<file path="config.mk">
export PLATFORM = sky130hd
export DESIGN_NAME = codec_stream_bridge
export DESIGN_NICKNAME = d
export VERILOG_FILES = /design/src/rtl/codec_stream_bridge.sv
export SDC_FILE = /design/constraint.sdc
export NUM_CORES = 1
export LEC_CHECK = 0
export BUFFER_PORTS_ARGS = -buffer_cell sky130_fd_sc_hd__buf_2
export CAP_MARGIN = 20
export CORE_ASPECT_RATIO = 1.4
export CORE_MARGIN = 2
export CORE_UTILIZATION = 41
export CTS_BUF_LIST = sky130_fd_sc_hd__clkbuf_8
export DETAILED_ROUTE_END_ITERATION = 8
export GPL_ROUTABILITY_DRIVEN = 0
export GPL_TIMING_DRIVEN = 0
export PLACE_DENSITY_LB_ADDON = 0.05
export SYNTH_ARGS = -nofsm -noshare
export SYNTH_HDL_FRONTEND = slang
export SYNTH_SLANG_ARGS = --single-unit
</file>
<file path="constraint.sdc">
create_clock -name clk -period 7.3 [get_ports clk]
set_input_delay 0.365 -clock clk [delete_from_list [all_inputs] [get_ports clk]]
set_output_delay 0.365 -clock clk [all_outputs]
set_load 0.02 [all_outputs]
</file>
<file path="src/rtl/codec_stream_bridge.sv">
// Byte-stream adapter for the arithmetic codec: packs host bytes LSB-first into codec
// words, zero-pads past end-of-stream, and unpacks variable-length results into a byte FIFO.
module codec_stream_bridge #(
  parameter int BYTES     = 4,
  parameter int IN_DEPTH  = 4,
  parameter int OUT_DEPTH = 16
) (
  input  logic                         clk,
  input  logic                         rst,
  input  logic [7:0]                   inByte,
  input  logic                         inValid,
  input  logic                         inLast,
  output logic                         inReady,
  input  logic                         newBitsRequested,
  output logic                         newBitsProvided,
  output logic [8*BYTES-1:0]           inputBits,
  input  logic                         resultReady,
  input  logic [$clog2(BYTES+1)-1:0]   validOutputBytes,
  input  logic [8*BYTES-1:0]           out,
  output logic                         readSuccess,
  output logic [7:0]                   outByte,
  output logic                         outValid,
  input  logic                         outReady,
  output logic [15:0]                  padWords,
  output logic                         lenErr
);

  localparam int WW  = 8 * BYTES;
  localparam int VW  = $clog2(BYTES + 1);
  localparam int PCW = (BYTES > 1) ? $clog2(BYTES) : 1;
  localparam int IAW = $clog2(IN_DEPTH);
  localparam int ICW = $clog2(IN_DEPTH + 1);
  localparam int OAW = $clog2(OUT_DEPTH);
  localparam int OCW = $clog2(OUT_DEPTH + 1);

  // Handshakes: host bytes transfer on inValid && inReady, host pops on outValid && outReady.
  // Codec side is level request / one-cycle pulse reply; each FSM re-arms only after the
  // codec drops its level (newBitsRequested / resultReady sampled low).
  typedef enum logic { REQ_IDLE, REQ_ACK } req_state_t;
  typedef enum logic { OUT_IDLE, OUT_ACK } out_state_t;

  req_state_t reqState;
  out_state_t outState;

  // ---------------- packer and word FIFO ----------------
  logic [PCW-1:0] packCount;
  logic [WW-1:0]  packWord;
  logic [WW-1:0]  laneWord;
  logic           eosSeen;
  logic [WW-1:0]  wordMem [IN_DEPTH];
  logic [IAW-1:0] wordWr;
  logic [IAW-1:0] wordRd;
  logic [ICW-1:0] wordCount;
  logic           wordFull;
  logic           accept;
  logic           lastLane;
  logic           wordPush;
  logic           wordPop;

  always_comb begin
    laneWord = packWord;
    for (int k = 0; k < BYTES; k++) begin
      if (packCount == PCW'(k)) laneWord[8*k +: 8] = inByte;
    end
  end

  assign wordFull = (wordCount == ICW'(IN_DEPTH));
  assign inReady  = !rst && !eosSeen && !wordFull;
  assign accept   = inValid && inReady;
  assign lastLane = (packCount == PCW'(BYTES - 1));
  assign wordPush = accept && (lastLane || inLast);
  assign wordPop  = (reqState == REQ_IDLE) && newBitsRequested && (wordCount != '0);

  always_ff @(posedge clk) begin
    if (rst) begin
      packCount <= '0;
      packWord  <= '0;
      eosSeen   <= 1'b0;
      wordWr    <= '0;
      wordRd    <= '0;
      wordCount <= '0;
    end else begin
      if (accept) begin
        if (lastLane || inLast) begin
          packCount <= '0;
          packWord  <= '0;
        end else begin
          packCount <= packCount + 1'b1;
          packWord  <= laneWord;
        end
        if (inLast) eosSeen <= 1'b1;
      end
      if (wordPush) wordWr <= wordWr + 1'b1;
      if (wordPop)  wordRd <= wordRd + 1'b1;
      wordCount <= wordCount + ICW'(wordPush) - ICW'(wordPop);
    end
  end

  always_ff @(posedge clk) begin
    if (wordPush) wordMem[wordWr] <= laneWord;
  end

  // ---------------- request FSM ----------------
  always_ff @(posedge clk) begin
    if (rst) begin
      reqState        <= REQ_IDLE;
      newBitsProvided <= 1'b0;
      inputBits       <= '0;
      padWords        <= '0;
    end else begin
      newBitsProvided <= 1'b0;
      case (reqState)
        REQ_IDLE: begin
          if (newBitsRequested) begin
            if (wordCount != '0) begin
              inputBits       <= wordMem[wordRd];
              newBitsProvided <= 1'b1;
              reqState        <= REQ_ACK;
            end else if (eosSeen && packCount == '0) begin
              // Stream exhausted: keep the codec fed with zero words.
              inputBits       <= '0;
              newBitsProvided <= 1'b1;
              reqState        <= REQ_ACK;
              if (padWords != 16'hFFFF) padWords <= padWords + 16'd1;
            end
          end
        end
        REQ_ACK: begin
          if (!newBitsRequested) reqState <= REQ_IDLE;
        end
        default: reqState <= REQ_IDLE;
      endcase
    end
  end

  // ---------------- result FSM and byte FIFO ----------------
  logic [7:0]     byteMem [OUT_DEPTH];
  logic [OAW-1:0] byteWr;
  logic [OAW-1:0] byteRd;
  logic [OCW-1:0] byteCount;
  logic [OCW-1:0] byteFree;
  logic [OCW-1:0] nBytes;
  logic           overLen;
  logic           resultTake;
  logic           bytePop;

  assign overLen    = (validOutputBytes > VW'(BYTES));
  assign nBytes     = overLen ? OCW'(BYTES) : OCW'(validOutputBytes);
  // Free space ignores a same-cycle pop so acceptance never depends on outReady.
  assign byteFree   = OCW'(OUT_DEPTH) - byteCount;
  assign resultTake = (outState == OUT_IDLE) && resultReady && (byteFree >= nBytes);
  assign outValid   = (byteCount != '0);
  assign bytePop    = outValid && outReady;
  assign outByte    = outValid ? byteMem[byteRd] : 8'h00;

  always_ff @(posedge clk) begin
    if (rst) begin
      outState    <= OUT_IDLE;
      readSuccess <= 1'b0;
      lenErr      <= 1'b0;
      byteWr      <= '0;
      byteRd      <= '0;
      byteCount   <= '0;
    end else begin
      readSuccess <= 1'b0;
      case (outState)
        OUT_IDLE: begin
          if (resultReady) begin
            if (overLen) lenErr <= 1'b1;
            if (resultTake) begin
              readSuccess <= 1'b1;
              outState    <= OUT_ACK;
            end
          end
        end
        OUT_ACK: begin
          if (!resultReady) outState <= OUT_IDLE;
        end
        default: outState <= OUT_IDLE;
      endcase
      if (resultTake) byteWr <= byteWr + OAW'(nBytes);
      if (bytePop)    byteRd <= byteRd + 1'b1;
      byteCount <= byteCount + (resultTake ? nBytes : '0) - OCW'(bytePop);
    end
  end

  always_ff @(posedge clk) begin
    if (resultTake) begin
      for (int k = 0; k < BYTES; k++) begin
        if (OCW'(k) < nBytes) byteMem[byteWr + OAW'(k)] <= out[8*k +: 8];
      end
    end
  end

endmodule

</file>
-- Yosys cells after proc, flatten, opt, wreduce, memory -nomap -nowiden
Memory sizes are Yosys's and may differ from the RTL's. A register that Yosys moved wholly into a read port is not among the register bits.
Cells that the tools add are included.
- register bits after elaboration: 108
- bits in latches: 0
- RAM bits: 256
- ROM bits: 0
- output and inout bits: 61
- word-level logic and storage cells: 108
- memories: 2
- memory list (memory ; words ; width ; rd ports ; clocked after memory_dff ; write ports ; line ; text):
    byteMem ; 16 ; 8 ; 1 ; 1 ; 4 ; 137 ; logic [7:0] byteMem [OUT_DEPTH];
    wordMem ; 4 ; 32 ; 1 ; 1 ; 1 ; 50 ; logic [WW-1:0] wordMem [IN_DEPTH];
- add/subtract/negate cells: 14
- multiply operators: 0
- divide/modulo/power cells: 0
- order comparisons: 6
- eq/ne operators: 5
- shift operators: 0
- mux-type cells: 38
- bitwise gates (word level): 3
- reductions and logical operators: 24
- operators with widths (kind ; count):
    2-to-1 mux 32 bit ; 3
    2-to-1 mux 8 bit ; 5
    2-to-1 mux 1 bit ; 21
    adder 16 x 1 -> 16 bit, second input constant ; 1
    inequality test 16 bit, second input constant ; 1
    logical AND 1 bit ; 10
    adder 4 x 1 -> 4 bit, second input constant ; 2
    adder 4 x 2 -> 4 bit, second input constant ; 2
    2-to-1 mux 4 bit ; 2
    adder 2 x 1 -> 2 bit, second input constant ; 3
    < comparator 1 x 3 -> 1 bit, first input constant ; 2
    < comparator 2 x 3 -> 1 bit, first input constant ; 2
    2-to-1 mux 2 bit ; 3
    2-to-1 mux 3 bit ; 2
    AND reduction 3 bit ; 2
    adder 5 x 3 -> 5 bit ; 1
    greater-or-equal comparator 5 x 3 -> 1 bit ; 1
    AND reduction 5 bit ; 1
    nonzero test 5 bit ; 1
    subtractor 5 x 1 -> 5 bit ; 1
    subtractor 5 bit, first input constant ; 1
    adder 4 x 3 -> 4 bit ; 1
    == test 2 bit, second input constant ; 2
    one-hot mux 1 bit (2 select lines) ; 2
    13 further kinds ; 18

-- Longest topological paths before layout
Gate-level depths: netlist (run 1).
- depth after elaboration: 7
- gate-level depth with buffers: 18
- depth with buffers taken out: 16

-- Least setup slack after synthesis (run 1)
Ideal clock, no wire load.
- kind: reg-to-reg
- start: register byteCount[0]
- end: register byteCount[4]
- library setup time: 128 ps
- data arrival time: 3617 ps
- data required time: 7172 ps
- path slack: 3555 ps
- stages on the path, launching flop included: 19
- period minus slack after synthesis: 3745 ps
- path through: dfxtp_1 inv_1 ha_1 xnor2_1 ha_1 nand2_1 o211a_1 buf_2 a21oi_1 clkbuf_1 nand2_1 ha_1 inv_1 ha_1 fa_1 a21o_1 a21oi_1 xnor2_1 nor2_1
- longest elaborated chain between the ends: 6
- elaborated cells on any way between the ends: 8
- those cells by class: add/sub (3); order compare (1); mux (1); reduce/logical (3)
- RTL lines (element ; line ; text):
    from (decl) ; 140 ; logic [OCW-1:0] byteCount;
    from (signal assigned) ; 183 ; byteCount <= byteCount + (resultTake ? nBytes : '0) - OCW'(bytePop);
    subtractor 5 bit ; 150 ; assign byteFree = OCW'(OUT_DEPTH) - byteCount;
    greater-or-equal comparator 5 x 3 -> 1 bit ; 151 ; assign resultTake = (outState == OUT_IDLE) && resultReady && (byteFree >= nBytes);
    logical AND 1 bit ; 151 ;
    2-to-1 mux 3 bit ; 183 ;
    adder 5 x 3 -> 5 bit ; 183 ;
    subtractor 5 x 1 -> 5 bit * ; 183 ;
Every way passes the cells marked *; elsewhere a longest branch is shown, timed or not.
A chain may end at the register's enable or synchronous reset.

-- Worst setup path after layout (run 1)
Ends and elaborated chain as after synthesis.

==> impl_metrics.yaml, run 1 <==
synthesis:
  synth_edf_count: 256
  syn_inst: 1622
  synth_top_area_frac: 0.405
  yosysWarnings: 0
  synth_top_family_by_area: "multiplexers"
  synth-simple-area-share: 0.106
  ys_seq_area_frac: 0.526
  synth.avg_cell_area_sq_um: 11.7
  synthDistinctLibCells: 61
  syn-num-nets: 1704
  synth_ff_type: "edfxtp_1"
  synthTopCellsByArea: "edfxtp_1 41%, dfxtp_1 12%, mux4_2 8.5%, mux2i_1 6.1%, a21oi_1 4.4%"
  synth_mux_area_frac: 0.170
  synthXorXnorAreaFrac: 0.0175
  yosys.area.top_type: "edfxtp_1"
  synth-seq-cells: 370
  synth_compound_area_frac: 0.122
  synthArstFlopShare: 0
  synthAdderAreaFrac: 0.0223
  syn_area_sq_mm: 0.0190
global_route:
  grt.overflow.total: 0
  grt_pass1_wl_mm: 100
  track_usage: 0.292
  antenna_found_initial: 4
  grt_pass1_vias: 14900
  grt_max_degree: 24
placement:
  hpwl_mm: 49.8
  post_dp_cell_area_sq_mm: 0.0203
  numPortBuffers: 102
worst_setup_path:
  cp_cell_sequence: "inv_1 > ha_1 > xnor2_1 > ha_1 > nand2_1 > o211a_1 > buf_2 > a21oi_1 > clkbuf_1 > nand2_1 > ha_1 > inv_1 > ha_1 > fa_1 > a21o_1 > a21oi_1 > xnor2_1 > nor2_1"
  cp_data_arrival_time_ns: 4.92
  crit_type: "reg2reg"
  worstSetupStartpointType: "flop"
  crit_buf_inv: 4
  cp_data_required_time_ns: 7.84
  crit_top_cell: "ha_1"
  max_stage_delay_ns: 0.52
  critPathMaxFanout: 10
  slowest_stage: "a21oi_1"
  critPathCaptureType: "flop"
  crit_family: "adder cells"
floorplanning:
  io_pins: 111
  core_sq_mm: 0.0458
  dieArea_sq_mm: 0.0480
  die_y_microns: 258
  rows: 93
  fp.dieW_microns: 186
  start_util: 0.414
power:
  seqPwrFrac: 0.382
  finalPower_mw: 6.86
  p_clk_frac: 0.294
  vdd_drop_max_mv: 0.191
  powerDensity_mw_per_mm2: 315
  leakagePower_nw: 8.30
  p_comb_frac: 0.324
  power.internal_mw: 4.39
  p_sw_mw: 2.47
  switching_share: 0.360
timing:
  slew_headroom: 0.0850
  finalSetupTns_ns: 0
  fmax_mhz: 228
  period_share: 0.601
  rsz0062_at_grt: "no"
  worstMarginPinSlew_ns: 1.37
  finalCriticalPeriod_ns: 4.39
  setup_viol: 0
  skew_ns: 0.0246
  drv_slew: 0
  hold_viol: 0
route:
  vias: 14900
  post_drt_wl_per_cell_microns: 28.2
  drcViolationCount: 0
  routed_wl_mm: 69.6
  drtIter0Drc: 1412
  ant_nets: 0
  drt_first_pass_iters: 9
  routed_via_density: 6.03
clock_tree:
  tritoncts: "yes"
  h-tree-depth: 2
  cts_buffers: 60
  cts-root-buf: "clkbuf_8"
  clk_latency_ns: 0.69
  cts_buffer_depth: 3
  post-cts-setup-buffers: 0
  clock_sinks: 370
  cts.clk_slew.worst_paths_ns: 0.06
cells_and_area:
  final_cell_mix: "256 x edfxtp_1, 165 x a21oi_1, 136 x buf_2"
  fillers: 4387
  drive_gt1_frac: 0.208
  layout.nets: 1881
  area_growth_pct: 14.6
  design_area_sq_mm: 0.0217
  final_common_cell: "edfxtp_1"
run:
  max-cap-violations: 0
status:
  status: "finished, final reports clean"
min_path:
  hold_path_class: "in2reg"
cells in the mapped netlist (4+ instances only):
cell type,instances
a21o_1,10
and3_1,43
clkbuf_1,94
xnor2_1,19
xor2_1,14
buf_1,12
or3_1,8
mux2_2,40
nand2_1,116
a211oi_1,18
ha_1,29
o22ai_1,91
o221a_2,5
o211ai_2,4
inv_1,28
nor3_1,11
a21oi_1,165
mux2i_1,116
nor2b_1,14
nand3_1,57
nor2_1,82
o211ai_1,16
mux4_2,72
edfxtp_1,256
buf_2,30
or2_2,4
o21ai_1,9
o21ai_0,43
and2_1,37
nand2b_1,7
dfxtp_1,114
nand4_1,11
path summary, 6_finish.rpt:
check	from	to	slack, ns	cells past startpoint
max	byteCount[0]	byteCount[4]	2.91	18
min	validOutputBytes[1]	lenErr	0.09	3
min reg2reg	packWord[27]	packWord[27]	0.46	1
max reg2reg	byteCount[0]	byteCount[4]	2.91	18
power groups by stage:
stage | clock network (mW) | logic, mW | registers, mW
finish | 2.02 | 2.22 | 2.62
detailed placement | 0 | 2.19 | 2.66
global route | 2.14 | 2.39 | 2.63
floorplan | 0 | 1.44 | 2.66
CTS | 2.06 | 2.20 | 2.62
global placement | 0 | 2.16 | 2.66
worst reg2reg max path: cells and delay by family (launching register included):
kind	cells	cell delay (ns)
adder cells (fa/ha/maj)	5	1.42
AO/OA/AOI/OAI	4	1.13
buffers and inverters	4	0.79
flip-flops	1	0.40
XOR/XNOR	2	0.26
AND/OR/NAND/NOR	3	0.24
per-stage QoR:
step | instances | setup WS, ns | utilization | hold WS [ns]
floorplan | 1622 | 3.56 | - | 0.426
global placement | 2341 | 2.45 | 0.442 | 0.438
detailed placement | 2348 | 2.82 | 0.444 | 0.443
CTS | 2465 | 2.83 | 0.474 | 0.0438
global route | 2469 | 2.63 | 0.474 | 0.0847
finish | 2471 | 2.91 | 0.474 | 0.0885
sequential cells by signal, summed over array words and instances, names as in the netlist, named ones only:
register,flops
outState,1
byteRd,4
wordRd,2
newBitsProvided,1
reqState,1
inputBits,32
wordMem,128
wordCount,3
eosSeen,1
byteCount,5
packWord,32
packCount,2
readSuccess,1
padWords,16
wordWr,2
lenErr,1
byteWr,4
byteMem,128
cell type report:
cell class / instances / area (sq um) / area share
multi-input combinational: 1085 / 8330 / 0.383
timing repair buffer: 115 / 656 / 0.0302
sequential: 370 / 9970 / 0.459
inverter: 29 / 109 / 0.00501
clock buffer: 61 / 840 / 0.0386
tap: 617 / 772 / 0.0355
buffer: 138 / 558 / 0.0257
antenna: 3 / 7.51 / 0.000345
clock inverter: 53 / 493 / 0.0227
kinds of logic (layout without fill, tap and decap cells):
family / count (synthesis) / after routing
compound gates: 383 / 383
xor+xnor: 35 / 35
fa+ha+maj: 32 / 32
buf+inv: 167 / 396
flops: 370 / 370
mux: 228 / 228
other cells: 0 / 3
simple gates: 407 / 407
routing by layer:
layer  vias up  part of all wire  routed length [microns]  track usage
met5         -           0.00034                       24            0
met4         4             0.094                     6510        0.222
met3       307             0.076                     5290       0.0658
met2       798              0.48                    33600        0.489
met1      7257              0.35                    24100        0.320
li1       6526                 -                        -            -
what timing repair did:
action                                  CTS  global route
endpoints found under the setup margin    0             0
hold buffers                              3             0
endpoints found under the hold margin     3             0
gates resized for setup                   0             0
(Power assumes the default switching activity.)
==> run 2: changes to the inputs <==
- clock period: 7.3 -> 3.9 ns (I/O delays scaled with it)
==> run 2 against run 1 <==
Compared with the run above: non-clock buffer count up 19; global-route usage grew 0.13 points; sequential share of layout area is 0.56 points lower; clock power grew 87%; critical endpoint is now byteMem[10][7]; largest power group unchanged; highest routed layer unchanged.
==> impl_metrics.yaml, run 2 (synthesis results as in run 1) <==
route:
  post_drt_wl_per_cell_microns: 28.2
  drtIter0Drc: 1364
  drcViolationCount: 0
  routed_via_density: 6.02
  routed_wl_mm: 70.1
  drt_first_pass_iters: 6
  ant_nets: 0
  vias: 15000
global_route:
  track_usage: 0.293
  antenna_found_initial: 4
  grt_pass1_wl_mm: 101
  grt_max_degree: 24
  grt_pass1_vias: 14900
  grt.overflow.total: 0
floorplanning:
  dieArea_sq_mm: 0.0480
  io_pins: 111
  fp.dieW_microns: 186
  start_util: 0.414
  core_sq_mm: 0.0458
  rows: 93
  die_y_microns: 258
timing:
  fmax_mhz: 271
  hold_viol: 0
  setup_ws_ns: 0.210
  finalCriticalPeriod_ns: 3.69
  rsz0062_at_grt: "no"
  skew_ns: 0.0265
  setup_viol: 0
  finalSetupTns_ns: 0
  slew_headroom: 0.249
  drv_slew: 0
  worstMarginPinSlew_ns: 1.12
  period_share: 0.946
worst_setup_path:
  slowest_stage: "or4_1"
  timing.rr.start: "byteWr[1]"
  crit_buf_inv: 5
  cp_data_required_time_ns: 4.29
  crit_top_cell: "buf_2"
  max_stage_delay_ns: 0.58
  critPathMaxFanout: 10
  crit_family: "buffers and inverters"
  startpoint: "byteWr[1]"
  cp_data_arrival_time_ns: 4.08
  critPathCaptureType: "flop"
  crit_type: "reg2reg"
  worstSetupStartpointType: "flop"
  cp_cell_sequence: "buf_2 > inv_1 > ha_1 > a21oi_2 > xor2_1 > or4_1 > clkbuf_1 > and2_1 > buf_2 > o211ai_1 > buf_4"
power:
  vdd_drop_max_mv: 0.358
  power.internal_mw: 8.28
  switching_share: 0.362
  leakagePower_nw: 8.41
  p_clk_frac: 0.291
  p_comb_frac: 0.331
  p_sw_mw: 4.70
  seqPwrFrac: 0.378
  powerDensity_mw_per_mm2: 590
cells_and_area:
  drive_gt1_frac: 0.218
  final_cell_mix: "256 x edfxtp_1, 162 x a21oi_1, 134 x buf_2"
  fillers: 4356
  register_area_sq_mm: 0.00997
  layout.nets: 1900
  design_area_sq_mm: 0.0220
  final_common_cell: "edfxtp_1"
  utilization: 0.480
  top_regs: "byteMem: 128 flops, wordMem: 128 flops"
  area_growth_pct: 16.1
  final_cells: 2489
  multi_input_comb_area_sq_mm: 0.00842
placement:
  dp_cells: 2348
  hpwl_mm: 49.8
  pre_cts_slack_ns: -0.545
  post_dp_cell_area_sq_mm: 0.0203
  numPortBuffers: 102
run:
  max-cap-violations: 0
clock_tree:
  clock_sinks: 370
  cts-root-buf: "clkbuf_8"
  h-tree-depth: 2
  cts.clk_slew.worst_paths_ns: 0.06
  tritoncts: "yes"
  clk_latency_ns: 0.69
  cts_buffer_depth: 3
  cts_buffers: 60
min_path:
  hold_path_class: "in2reg"
  min-delay-start: "validOutputBytes[2]"
status:
  status: "finished, final reports clean"
-- run 2: changes by cell type in the layout (fill, tap and decap cells not counted), moves of 2 or more --
cell,before,now
dfxtp_2,0,2
a21oi_2,2,4
o21ai_1,9,11
dlygate4sd3_1,3,14
a21oi_1,165,162
nand3_2,0,4
buf_2,136,134
o21ai_0,43,41
nand3_1,57,52
buf_4,2,12
clkbuf_1,94,92
dfxtp_1,114,112
-- run 2: worst paths after layout --
path                                  endpoint  slack (ns)  cells after the start
worst max register to register  byteMem[10][7]        0.21                     11
worst max-delay path            byteMem[10][7]        0.21                     11
worst min register to register    packWord[27]        0.46                      1
worst min-delay path                 byteWr[3]        0.05                      5
-- run 2: area by class of cell --
class | instances | share of cell area
repair buffers | 135 | 0.0380
clock inverters | 53 | 0.0224
flip-flops and latches | 370 | 0.453
diodes | 2 | 0.000227
well taps | 617 | 0.0351
inverters | 29 | 0.00495
clock buffers | 61 | 0.0381
multi-input cells | 1085 | 0.383
plain buffers | 137 | 0.0256
-- run 2: worst min-delay path, cell delays in order --
cell and delay (ns):
buf_2 0.09, ha_1 0.13, o21ai_0 0.10, xor2_1 0.13, nor2_1 0.04
-- run 2: metal layers --
metal | global-route usage | part of all wire | vias to the layer above
met5 | 0 | 0.00054 | -
met4 | 0.221 | 0.089 | 6
met3 | 0.0670 | 0.076 | 299
met2 | 0.492 | 0.49 | 779
met1 | 0.322 | 0.35 | 7339
li1 | - | - | 6571
-- run 2: through the flow --
step / power (mW) / hold WS [ns]
5_1_grt: 13.6 / 0.0614
6_report: 13.0 / 0.0473
2_1_floorplan: 7.68 / 0.336
3_5_place_dp: 9.09 / 0.443
4_1_cts: 12.9 / 0.00348
3_3_place_gp: 9.04 / 0.438
-- run 2: power by group through the flow --
stage | Clock (mW) | Combinational, mW | Sequential [mW]
6_report | 3.78 | 4.30 | 4.90
4_1_cts | 3.86 | 4.15 | 4.90
3_5_place_dp | 0 | 4.10 | 4.98
3_3_place_gp | 0 | 4.05 | 4.99
2_1_floorplan | 0 | 2.69 | 4.99
5_1_grt | 4.01 | 4.61 | 4.93
-- run 2: what timing repair did --
| action | 4_1_cts | 5_1_grt |
|---|---|---|
| setup buffers | 3 | 7 |
| hold buffers | 14 | 0 |
| pin swaps | 2 | 3 |
| endpoints found under the setup margin | 76 | 91 |
| gates resized for setup | 4 | 21 |
| endpoints found under the hold margin | 89 | 0 |
